<file path="src/rtl/multicycle_ctrl.sv">
// multicycle_ctrl
//   Multi-cycle control unit for the MIPS-subset CPU. Steps one instruction
//   through FETCH / DECODE / EXEC / MEMADDR / MEMRD / MEMWR / WBALU / WBMEM /
//   BRANCH / JUMP and drives every datapath select and strobe.
//
// Ports
//   Clk        in   rising-edge clock
//   Reset      in   asynchronous, active-high; forces FETCH, zeroes all outputs
//   Op[5:0]    in   IR[31:26]
//   Funct[5:0] in   IR[5:0]
//   Zero       in   ALU zero flag (combinational, used in BRANCH)
//   MemReady   in   memory completes the current access this cycle
//   PCWrite, IRWrite, MemRead, MemWrite, RegWrite   out  strobes
//   IorD       out  memory address: 0 = PC, 1 = ALUOut
//   RegDst     out  0 = rt, 1 = rd
//   MemToReg   out  0 = ALUOut, 1 = MDR
//   SignExt    out  1 = sign-extend immediate, 0 = zero-extend
//   ALUSrcA    out  0 = PC, 1 = rs
//   ALUSrcB    out  00 rt, 01 const 4, 10 ExtImm, 11 ExtImm<<2
//   ALUOp      out  000 add, 001 sub, 010 and, 011 or, 100 slt
//   PCSrc      out  00 ALU result, 01 ALUOut, 10 jump target
//   State      out  current state code (debug)
//   IllegalOp  out  one-cycle pulse on unsupported opcode or funct
module multicycle_ctrl (
    input  logic       Clk,
    input  logic       Reset,
    input  logic [5:0] Op,
    input  logic [5:0] Funct,
    input  logic       Zero,
    input  logic       MemReady,
    output logic       PCWrite,
    output logic       IRWrite,
    output logic       MemRead,
    output logic       MemWrite,
    output logic       RegWrite,
    output logic       IorD,
    output logic       RegDst,
    output logic       MemToReg,
    output logic       SignExt,
    output logic       ALUSrcA,
    output logic [1:0] ALUSrcB,
    output logic [2:0] ALUOp,
    output logic [1:0] PCSrc,
    output logic [3:0] State,
    output logic       IllegalOp
);

    typedef enum logic [3:0] {
        FETCH   = 4'd0,
        DECODE  = 4'd1,
        EXEC    = 4'd2,
        MEMADDR = 4'd3,
        MEMRD   = 4'd4,
        MEMWR   = 4'd5,
        WBALU   = 4'd6,
        WBMEM   = 4'd7,
        BRANCH  = 4'd8,
        JUMP    = 4'd9
    } state_t;

    localparam logic [5:0] OP_RTYPE = 6'b000000;
    localparam logic [5:0] OP_ADDI  = 6'b001000;
    localparam logic [5:0] OP_ANDI  = 6'b001100;
    localparam logic [5:0] OP_ORI   = 6'b001101;
    localparam logic [5:0] OP_LW    = 6'b100011;
    localparam logic [5:0] OP_SW    = 6'b101011;
    localparam logic [5:0] OP_BEQ   = 6'b000100;
    localparam logic [5:0] OP_J     = 6'b000010;

    localparam logic [2:0] ALU_ADD = 3'b000;
    localparam logic [2:0] ALU_SUB = 3'b001;
    localparam logic [2:0] ALU_AND = 3'b010;
    localparam logic [2:0] ALU_OR  = 3'b011;
    localparam logic [2:0] ALU_SLT = 3'b100;

    // Returns {valid, alu_op} for an R-type funct field.
    function automatic logic [3:0] funct_decode(input logic [5:0] f);
        case (f)
            6'b100000: funct_decode = {1'b1, ALU_ADD};
            6'b100010: funct_decode = {1'b1, ALU_SUB};
            6'b100100: funct_decode = {1'b1, ALU_AND};
            6'b100101: funct_decode = {1'b1, ALU_OR};
            6'b101010: funct_decode = {1'b1, ALU_SLT};
            default:   funct_decode = {1'b0, ALU_ADD};
        endcase
    endfunction

    state_t     state;
    state_t     next_state;
    logic [3:0] rtype_dec;

    assign rtype_dec = funct_decode(Funct);
    assign State     = state;

    always_ff @(posedge Clk or posedge Reset) begin
        if (Reset) begin
            state <= FETCH;
        end else begin
            state <= next_state;
        end
    end

    always_comb begin
        next_state = state;
        PCWrite    = 1'b0;
        IRWrite    = 1'b0;
        MemRead    = 1'b0;
        MemWrite   = 1'b0;
        RegWrite   = 1'b0;
        IorD       = 1'b0;
        RegDst     = 1'b0;
        MemToReg   = 1'b0;
        SignExt    = 1'b1;
        ALUSrcA    = 1'b0;
        ALUSrcB    = 2'b00;
        ALUOp      = ALU_ADD;
        PCSrc      = 2'b00;
        IllegalOp  = 1'b0;

        case (state)
            FETCH: begin
                // PC+4 is computed every FETCH cycle; PC/IR only commit once
                // the memory has returned the instruction.
                MemRead = 1'b1;
                ALUSrcB = 2'b01;
                if (MemReady) begin
                    IRWrite    = 1'b1;
                    PCWrite    = 1'b1;
                    next_state = DECODE;
                end
            end
            DECODE: begin
                // Speculative branch target: PC + (SignExt(imm) << 2).
                ALUSrcB = 2'b11;
                case (Op)
                    OP_RTYPE, OP_ADDI, OP_ANDI, OP_ORI: next_state = EXEC;
                    OP_LW, OP_SW:                       next_state = MEMADDR;
                    OP_BEQ:                             next_state = BRANCH;
                    OP_J:                               next_state = JUMP;
                    default: begin
                        IllegalOp  = 1'b1;
                        next_state = FETCH;
                    end
                endcase
            end
            EXEC: begin
                ALUSrcA    = 1'b1;
                next_state = WBALU;
                case (Op)
                    OP_RTYPE: begin
                        ALUSrcB = 2'b00;
                        ALUOp   = rtype_dec[2:0];
                        if (!rtype_dec[3]) begin
                            IllegalOp  = 1'b1;
                            next_state = FETCH;
                        end
                    end
                    OP_ADDI: begin
                        ALUSrcB = 2'b10;
                        ALUOp   = ALU_ADD;
                    end
                    OP_ANDI: begin
                        ALUSrcB = 2'b10;
                        ALUOp   = ALU_AND;
                        SignExt = 1'b0;
                    end
                    OP_ORI: begin
                        ALUSrcB = 2'b10;
                        ALUOp   = ALU_OR;
                        SignExt = 1'b0;
                    end
                    default: ;
                endcase
            end
            WBALU: begin
                RegWrite   = 1'b1;
                RegDst     = (Op == OP_RTYPE);
                next_state = FETCH;
            end
            MEMADDR: begin
                ALUSrcA    = 1'b1;
                ALUSrcB    = 2'b10;
                next_state = (Op == OP_LW) ? MEMRD : MEMWR;
            end
            MEMRD: begin
                MemRead = 1'b1;
                IorD    = 1'b1;
                if (MemReady) next_state = WBMEM;
            end
            MEMWR: begin
                MemWrite = 1'b1;
                IorD     = 1'b1;
                if (MemReady) next_state = FETCH;
            end
            WBMEM: begin
                RegWrite   = 1'b1;
                MemToReg   = 1'b1;
                next_state = FETCH;
            end
            BRANCH: begin
                ALUSrcA    = 1'b1;
                ALUSrcB    = 2'b00;
                ALUOp      = ALU_SUB;
                PCSrc      = 2'b01;
                PCWrite    = Zero;
                next_state = FETCH;
            end
            JUMP: begin
                PCSrc      = 2'b10;
                PCWrite    = 1'b1;
                next_state = FETCH;
            end
            default: next_state = FETCH;
        endcase

        // Outputs are gated combinationally so an in-flight memory write
        // drops in the same cycle Reset rises, without waiting for a clock.
        if (Reset) begin
            PCWrite   = 1'b0;
            IRWrite   = 1'b0;
            MemRead   = 1'b0;
            MemWrite  = 1'b0;
            RegWrite  = 1'b0;
            IorD      = 1'b0;
            RegDst    = 1'b0;
            MemToReg  = 1'b0;
            SignExt   = 1'b0;
            ALUSrcA   = 1'b0;
            ALUSrcB   = 2'b00;
            ALUOp     = ALU_ADD;
            PCSrc     = 2'b00;
            IllegalOp = 1'b0;
        end
    end

endmodule

</file>
<file path="config.mk">
export PLATFORM = sky130hd
export DESIGN_NAME = multicycle_ctrl
export DESIGN_NICKNAME = d
export VERILOG_FILES = /design/src/rtl/multicycle_ctrl.sv
export SDC_FILE = /design/constraint.sdc
export NUM_CORES = 1
export LEC_CHECK = 0
export ABC_AREA = 1
export BUFFER_PORTS_ARGS = -buffer_cell sky130_fd_sc_hd__buf_4
export CORE_MARGIN = 2
export CORE_UTILIZATION = 30
export CTS_CLUSTER_DIAMETER = 30
export DETAILED_ROUTE_END_ITERATION = 10
export SLEW_MARGIN = 20
export SYNTH_ARGS = -nofsm -noshare
export SYNTH_HDL_FRONTEND = slang
export SYNTH_SLANG_ARGS = --single-unit
</file>
<file path="constraint.sdc">
create_clock -name Clk -period 1.45 [get_ports Clk]
set_clock_uncertainty 0.2 [all_clocks]
set_input_delay 0.3625 -clock Clk [delete_from_list [all_inputs] [get_ports Clk]]
set_output_delay 0.3625 -clock Clk [all_outputs]
set_load 0.03 [all_outputs]
</file>
* After elaboration in Yosys (flattened, before gate mapping) *
Cells that the tools add are included.

word-level totals
  logic and storage cells = 81
  input port bits = 16
  bits in registers = 4

cells by class
  equal/unequal tests = 24
  muxes and demuxes = 44
  reductions and logical operators = 12

operators by type and width
  kind                                                                   number
  6-bit equality test, second input constant                             7
  1-bit 2-to-1 mux                                                       26
  4-bit one-hot mux with 6 select lines                                  1
  4-bit one-hot mux with 5 select lines                                  1
  6-bit by 4-bit equality test with 1-bit output, second input constant  3
  4-bit by 3-bit equality test with 1-bit output, second input constant  4
  4-bit one-hot mux with 4 select lines                                  1
  4-bit 2-to-1 mux                                                       3
  2-bit OR reduction                                                     5
  3-bit 2-to-1 mux                                                       3
  3-bit one-hot mux with 3 select lines                                  1
  4-bit by 2-bit equality test with 1-bit output, second input constant  2
  4-bit equality test, second input constant                             2
  2-bit one-hot mux with 4 select lines                                  1
  8-bit OR reduction                                                     1
  6-bit by 2-bit equality test with 1-bit output, second input constant  1
  6-bit by 3-bit equality test with 1-bit output, second input constant  1
  6-bit zero test                                                        1
  2-bit 2-to-1 mux                                                       3
  2-bit inequality test, second input constant                           3
  3-bit one-hot mux with 2 select lines                                  1
  3-bit OR reduction                                                     2
  4-bit by 1-bit equality test with 1-bit output, second input constant  1
  4-bit zero test                                                        1
  other kinds (5)                                                        5

* Depth between registers and ports, before layout *
Gate-level depths: netlist of run 1.

  word-level depth = 6
  depth in mapped cells = 10
  mapped depth without buffers = 10

* Worst setup path before layout of run 1 *
No wires, ideal clock.

  kind = flip-flop to output port
  start point = register state[1] (netlist: State[1])
  end point = output PCWrite
  buffers on the path = 0
  required time = 0.887 ns
  slack = -1.223 ns
  data arrival time = 2.111 ns
  cell stages (with the launch flop) = 5
  cells stage by stage = dfrtp_1 > inv_2 > nand2_1 > nor4_1 > a211o_1

between the ends
  cells in the longest elaborated chain, start to end = 3

RTL lines
  item                                                    line  RTL
  from (decl)                                             88    state_t state;
  from (signal assigned)                                  99    state <= next_state;
  4-bit equality test or 4-bit zero test (tied branches)  120   case (state)
  1-bit one-hot mux with 3 select lines *                 120
  1-bit 2-to-1 mux *                                      218   if (Reset) begin
  to (decl)                                               31    output logic PCWrite,

Every way passes the cells marked *; elsewhere a longest branch is shown, timed or not.

* Worst setup path after layout of run 1 *
  start point = register state[3] (netlist: State[3])
  end point = output MemToReg

between the ends
  cells in the longest elaborated chain, start to end = 3

RTL lines
  item                                            line  RTL
  4-bit by 3-bit equality test with 1-bit output  120
  1-bit 2-to-1 mux                                120
  1-bit 2-to-1 mux                                218
  to (decl)                                       38    output logic MemToReg,

Every way passes these cells.

==> impl_metrics.csv, run 1 <==
group,metric,value,unit
outcome,outcome,"complete, but fails checks",
outcome,violations,"setup timing",
synthesis,post-synth-top-count-cell,"nor2_1",
final_layout,fin_area,0.00176,sq mm
synthesis,ys_seq_elements,4,
sta,finalHoldViolations,0,
critical_path,cp_data_arrival_time,1.48,ns
synthesis,avgSynthCellArea,5.19,sq um
synthesis,synth_edf_count,0,
power_and_ir_drop,p_per_area,1420,mW/mm^2
critical_path,slowest_stage,"dfrtp_2",
clock_tree,numCtsBuffers,3,
place,place_congestion,0.887,
power_and_ir_drop,power.total,0.00250,W
clock_tree,clk-insertion-delay-late,0.24,ns
sta,period_needed,2.05,ns
critical_path,start_kind,"flop",
clock_tree,clk_pin_slew,0.04,ns
global_routing,grt_pass1_vias,1093,
synthesis,synth_common_cells,"nor2_1 (26), inv_1 (23), nand2_1 (22)",
die,rows,16,
routing,ant_nets,0,
critical_path,path_buf_inv,3,
synthesis,syn_area,623,sq um
power_and_ir_drop,peakVddDrop,0.00153,V
die,die_h,49.6,microns
place,hpwl,2.04,mm
die,core-area,0.00196,sq mm
place,io_buffers,37,
sta,finalSetupViolCount,24,
routing,dr.pass1.iters,4,
global_routing,grtUsageTotal,23.9,%
global_routing,grt_pass1_wl,4.69,mm
place,placed_area,0.00144,sq mm
final_layout,largest_reg_flops,4,
synthesis,synth_ff_type,"dfrtp_1",
routing,avgViaCountPerCell,5.08,
final_layout,area_growth,183,%
routing,drtIter0Drc,35,
sta,relSlewSlack,81.0,%
sta,rsz0062_at_grt,"true",
global_routing,overflow,0,
synthesis,yosysSeqAreaShare,16.1,%
global_routing,antenna_found_initial,0,
global_routing,grt_max_degree,9,
sta,fin_crit_sh,141,%
critical_path,setup.worst_path.end_class,"primary output",
critical_path,crit_top_cell,"buf_4",
sta,tightestPinTransition,0.285,ns
die,dieArea,0.00246,sq mm
final_layout,drive_above_1_share,69.7,%
hold_path,hp-class,"input port to asynchronous set/reset pin",
clock_tree,clk_path_buf_depth,2,
sta,maxSlewViolCount,0,
synthesis,async_flop_share,100,%
synthesis,synth_area_leaders,"dfrtp_1 (16%), nor2_1 (16%), inv_1 (14%)",
synthesis,yosys.area.top_type,"dfrtp_1",
power_and_ir_drop,leakagePower,0.899,nW
die,ios,38,
routing,wirelength,3.68,mm
clock_tree,cts-root-buf,"clkbuf_4",
synthesis,yosysWarnings,0,
critical_path,path_cells,"nor2_1, inv_2, buf_4, nor4_4, buf_4",
final_layout,diodes,0,
clock_tree,cts_tree,"done",
critical_path,cp_data_required_time,0.89,ns
critical_path,path_max_fanout,4,
die,start_util,31.8,%
final_layout,postLayoutCoreUtil,89.7,%
die,die_w,49.6,microns
sta,timing.fmax,0.489,GHz
routing,drc,0,
clock_tree,htreeDepth,1,
critical_path,slowest_delay,0.44,ns
critical_path,crit_family,"buffers and inverters",
synthesis,synthCells,120,
final_layout,final_nets,226,
synthesis,syn_nets,136,
routing,num_vias,1194,
clock_tree,clock-sinks,4,
sta,setup_ws,-0.596,ns
synthesis,yosysTopAreaCellShare,16.1,%
synthesis,synth_cell_types,20,
routing,wl_per_cell,15.6,microns
run,drv_cap,0,
critical_path,critical_path_class,"flop to primary output",
## metal layers
metal	GRT usage, %	wire length (microns)	up-vias
met5	0	0	-
met4	4.17	134	0
li1	-	-	558
met1	29.6	1420	552
met3	4.85	247	15
met2	42.9	1870	69
## path summary, 6_finish.rpt
| path | start | endpoint | slack [ns] | cells past startpoint |
|---|---|---|---|---|
| worst max-delay path | State[3]$_DFFE_PP0P_ | MemToReg | -0.60 | 5 |
| worst min register to register | State[2]$_DFFE_PP0P_ | State[2]$_DFFE_PP0P_ | 0.47 | 3 |
| worst max register to register | State[0]$_DFFE_PP0P_ | State[2]$_DFFE_PP0P_ | -0.31 | 9 |
| max in group asynchronous | Reset | State[2]$_DFFE_PP0P_ | 0.91 | 3 |
| min in group Clk | MemReady | State[0]$_DFFE_PP0P_ | 0.22 | 3 |
| worst min-delay path | Reset | State[1]$_DFFE_PP0P_ | 0.02 | 3 |
## metrics by stage
stage / hold slack, ns / setup slack (ns) / std cells / TNS, ns
2_1_floorplan: 0.219 / -0.530 / 120 / -5.97
3_3_place_gp: 0.273 / -0.441 / 220 / -6.32
3_5_place_dp: 0.263 / -0.494 / 220 / -6.81
4_1_cts: 0.0120 / -0.518 / 228 / -9.20
5_1_grt: 0.0427 / -0.651 / 235 / -11.83
6_report: 0.0191 / -0.596 / 235 / -10.76
## power by group
group / leakage (nW) / internal [W] / total, W / switching (W)
Sequential: 0.0470 / 0.000160 / 0.000246 / 0.0000866
Combinational: 0.838 / 0.000975 / 0.00212 / 0.00114
Clock: 0.0138 / 0.0000923 / 0.000135 / 0.0000430
Total: 0.899 / 0.00123 / 0.00250 / 0.00127
## worst min-delay path, stage by stage
cell,delay (ns)
buf_4,0.18
inv_1,0.09
buf_4,0.13
## placed cells by master (no fill, tap or decap)
| master | count |
|---|---|
| inv_4 | 3 |
| nor4_4 | 3 |
| o21ai_0 | 2 |
| o21ai_2 | 2 |
| o21ai_1 | 1 |
| dfrtp_2 | 4 |
| buf_12 | 1 |
| nor3_1 | 2 |
| nand2_1 | 19 |
| a21oi_4 | 1 |
| a211oi_4 | 1 |
| a21oi_2 | 1 |
| o21ai_4 | 1 |
| nor2_2 | 2 |
| o22ai_4 | 1 |
| nor3_4 | 3 |
| a211o_4 | 1 |
| a21boi_1 | 1 |
| nand3_1 | 6 |
| nand2_4 | 4 |
| a21oi_1 | 1 |
| nor2_4 | 15 |
| a31oi_1 | 1 |
| o21bai_4 | 1 |
| nand4_1 | 4 |
| clkbuf_4 | 3 |
| nor2_1 | 13 |
| buf_6 | 32 |
| nor3_2 | 1 |
| nand2_2 | 2 |
| buf_4 | 53 |
| inv_2 | 10 |
| inv_1 | 13 |
## final cells by class
cell class                 instances  area [sq um]
sequential                         4           105
fill                              86           201
clock buffer                       3          22.5
multi-input combinational         89           716
inverter                          26           105
tap                               27          33.8
timing repair buffer              86           778
## cell families (layout without fill, tap and decap cells)
group           Yosys count  after routing  synth area share [%]
compound gates           15             15                  14.9
buf+inv                  27            115                  16.5
flops                     4              4                  16.1
simple gates             74             74                  52.6
## what timing repair did
item,CTS,global route
pin swaps,18,14
setup buffers,5,8
hold buffers,0,0
gates resized for setup,39,22
setup endpoints to repair,23,24
(Power assumes the default switching activity.)
==> run 2, diff against run 1 <==
SETUP_SLACK_MARGIN = 0.02   (was not set)
clock period = 2.4 ns   (was 1.45 ns; I/O delays follow)
==> impl_metrics.csv, run 2 (synthesized netlist as in run 1, its figures left out) <==
group,metric,value,unit
outcome,outcome,"completed",
clock_tree,clk_pin_slew,0.04,ns
sta,maxSlewViolCount,0,
sta,relSlewSlack,81.1,%
die,rows,16,
place,hpwl,1.63,mm
routing,ant_nets,0,
die,die_h,49.6,microns
place,dp.cells,184,
routing,drc,0,
sta,tightestPinTransition,0.281,ns
die,ios,38,
routing,wirelength,2.08,mm
global_routing,grt_pass1_vias,776,
sta,fin_crit_sh,96.9,%
final_layout,area_growth,79.9,%
power_and_ir_drop,p_int,0.000409,W
run,drv_cap,0,
die,die_w,49.6,microns
critical_path,reg2reg_depth,8,
power_and_ir_drop,p_clk_share,9.8,%
sta,holdWs,0.219,ns
clock_tree,clock-sinks,4,
power_and_ir_drop,power.total,0.000885,W
power_and_ir_drop,switching_power,0.000476,W
power_and_ir_drop,power_frac_seq,14.9,%
global_routing,grt_pass1_wl,3.17,mm
power_and_ir_drop,peakVddDrop,0.000366,V
clock_tree,clk-insertion-delay-late,0.24,ns
routing,wl_met2,991,microns
power_and_ir_drop,leakagePower,0.606,nW
global_routing,grtUsageTotal,15.8,%
place,place_congestion,0.780,
clock_tree,cts.hold.buffers_added,0,
final_layout,layout.cells.non_filler,193,
critical_path,reg2reg_from,"State[1]$_DFFE_PP0P_",
routing,met1_length,974,microns
routing,num_vias,901,
clock_tree,cts-root-buf,"clkbuf_4",
critical_path,cp_data_arrival_time,1.53,ns
power_and_ir_drop,pwr-share-comb,75.3,%
final_layout,drive_above_1_share,48.2,%
critical_path,critical_path_class,"input port to primary output",
final_layout,diodes,0,
place,dp_slack,-0.000487,ns
final_layout,layout_common_cells,"buf_4 (42), inv_1 (20), nor2_1 (20), nand2_1 (17)",
critical_path,start_kind,"input port",
critical_path,cp_data_required_time,1.60,ns
sta,rsz0062_at_grt,"true",
clock_tree,cts_tree,"done",
power_and_ir_drop,p_sw_share,53.8,%
die,start_util,31.8,%
die,dieArea,0.00246,sq mm
die,core-area,0.00196,sq mm
routing,drtIter0Drc,17,
clock_tree,htreeDepth,1,
routing,avgViaCountPerCell,4.67,
hold_path,hp-class,"input port to asynchronous set/reset pin",
final_layout,final_nets,184,
routing,top_layer,"met4",
critical_path,rrSetupSlack,0.74,ns
critical_path,setup.worst_path.end_class,"primary output",
routing,wl_per_cell,10.8,microns
clock_tree,numCtsBuffers,3,
sta,timing.fmax,0.430,GHz
power_and_ir_drop,p_per_area,789,mW/mm^2
critical_path,slowest_stage,"o22ai_4",
critical_path,rr_endpoint,"State[0]$_DFFE_PP0P_",
sta,period_needed,2.33,ns
place,io_buffers,37,
sta,finalSetupViolCount,0,
final_layout,layout_commonest_cell,"buf_4",
global_routing,overflow,0,
clock_tree,clk_path_buf_depth,2,
routing,dr.pass1.iters,4,
sta,finalHoldViolations,0,
critical_path,path_max_fanout,4,
final_layout,largest_reg_flops,4,
sta,setup_ws,0.0742,ns
critical_path,slowest_delay,0.17,ns
global_routing,grt_max_degree,12,
critical_path,path_cells,"buf_4, nor2_4, nand2_2, inv_4, nand2_4, inv_4, nand2_4, o22ai_4, buf_6",
final_layout,postLayoutCoreUtil,57.1,%
global_routing,antenna_found_initial,0,
routing,wl_met3,89,microns
## run 2: timing repair
action	4_1_cts	5_1_grt
endpoints found under the setup margin	2	8
setup buffers	0	6
pin swaps	1	5
resized for setup	2	28
## run 2: worst max path at each step
stage	slack, ns	endpoint	from	cells after the start
floorplan	-0.20	PCWrite	Reset	3
global placement	0.005	IllegalOp	Op[5]	9
detailed placement	-0.0005	IllegalOp	Op[5]	9
CTS	0.03	PCWrite	State[2]$_DFFE_PP0P_	7
global route	0.0007	RegDst	State[1]$_DFFE_PP0P_	6
finish	0.07	IllegalOp	Op[5]	9
## run 2: layout make-up
class                      count  area (sq um)
multi-input combinational     89           523
timing repair buffer          44           338
fill                         214           841
tap                           27          33.8
clock buffer                   3          22.5
sequential                     4           101
inverter                      26           103
## run 2: worst max-delay path: cells and delay by family
family | cells | cell delay [ns]
compound gates | 1 | 0.17
buf+inv | 4 | 0.43
simple gates | 4 | 0.32
## run 2: power groups by stage
stage / clock [W] / sequential (W) / combinational [W]
2_1_floorplan: 0 / 0.000168 / 0.000332
3_3_place_gp: 0 / 0.000131 / 0.000552
3_5_place_dp: 0 / 0.000131 / 0.000552
4_1_cts: 0.0000858 / 0.000130 / 0.000558
5_1_grt: 0.0000942 / 0.000138 / 0.000717
6_report: 0.0000865 / 0.000132 / 0.000666
## run 2: through the flow
stage                     cell area (sq um)  setup TNS, ns
final                                  1120              0
after global routing                   1120              0
after CTS                               990              0
after detailed placement                960      -0.000487
after global placement                  960              0
after floorplan                         646         -0.618
## run 2: per-layer routing
metal,global-route usage (%),vias up
met4,5.56,0
met2,27.3,35
met1,21.2,387
met3,0,4
li1,-,475
met5,0,-
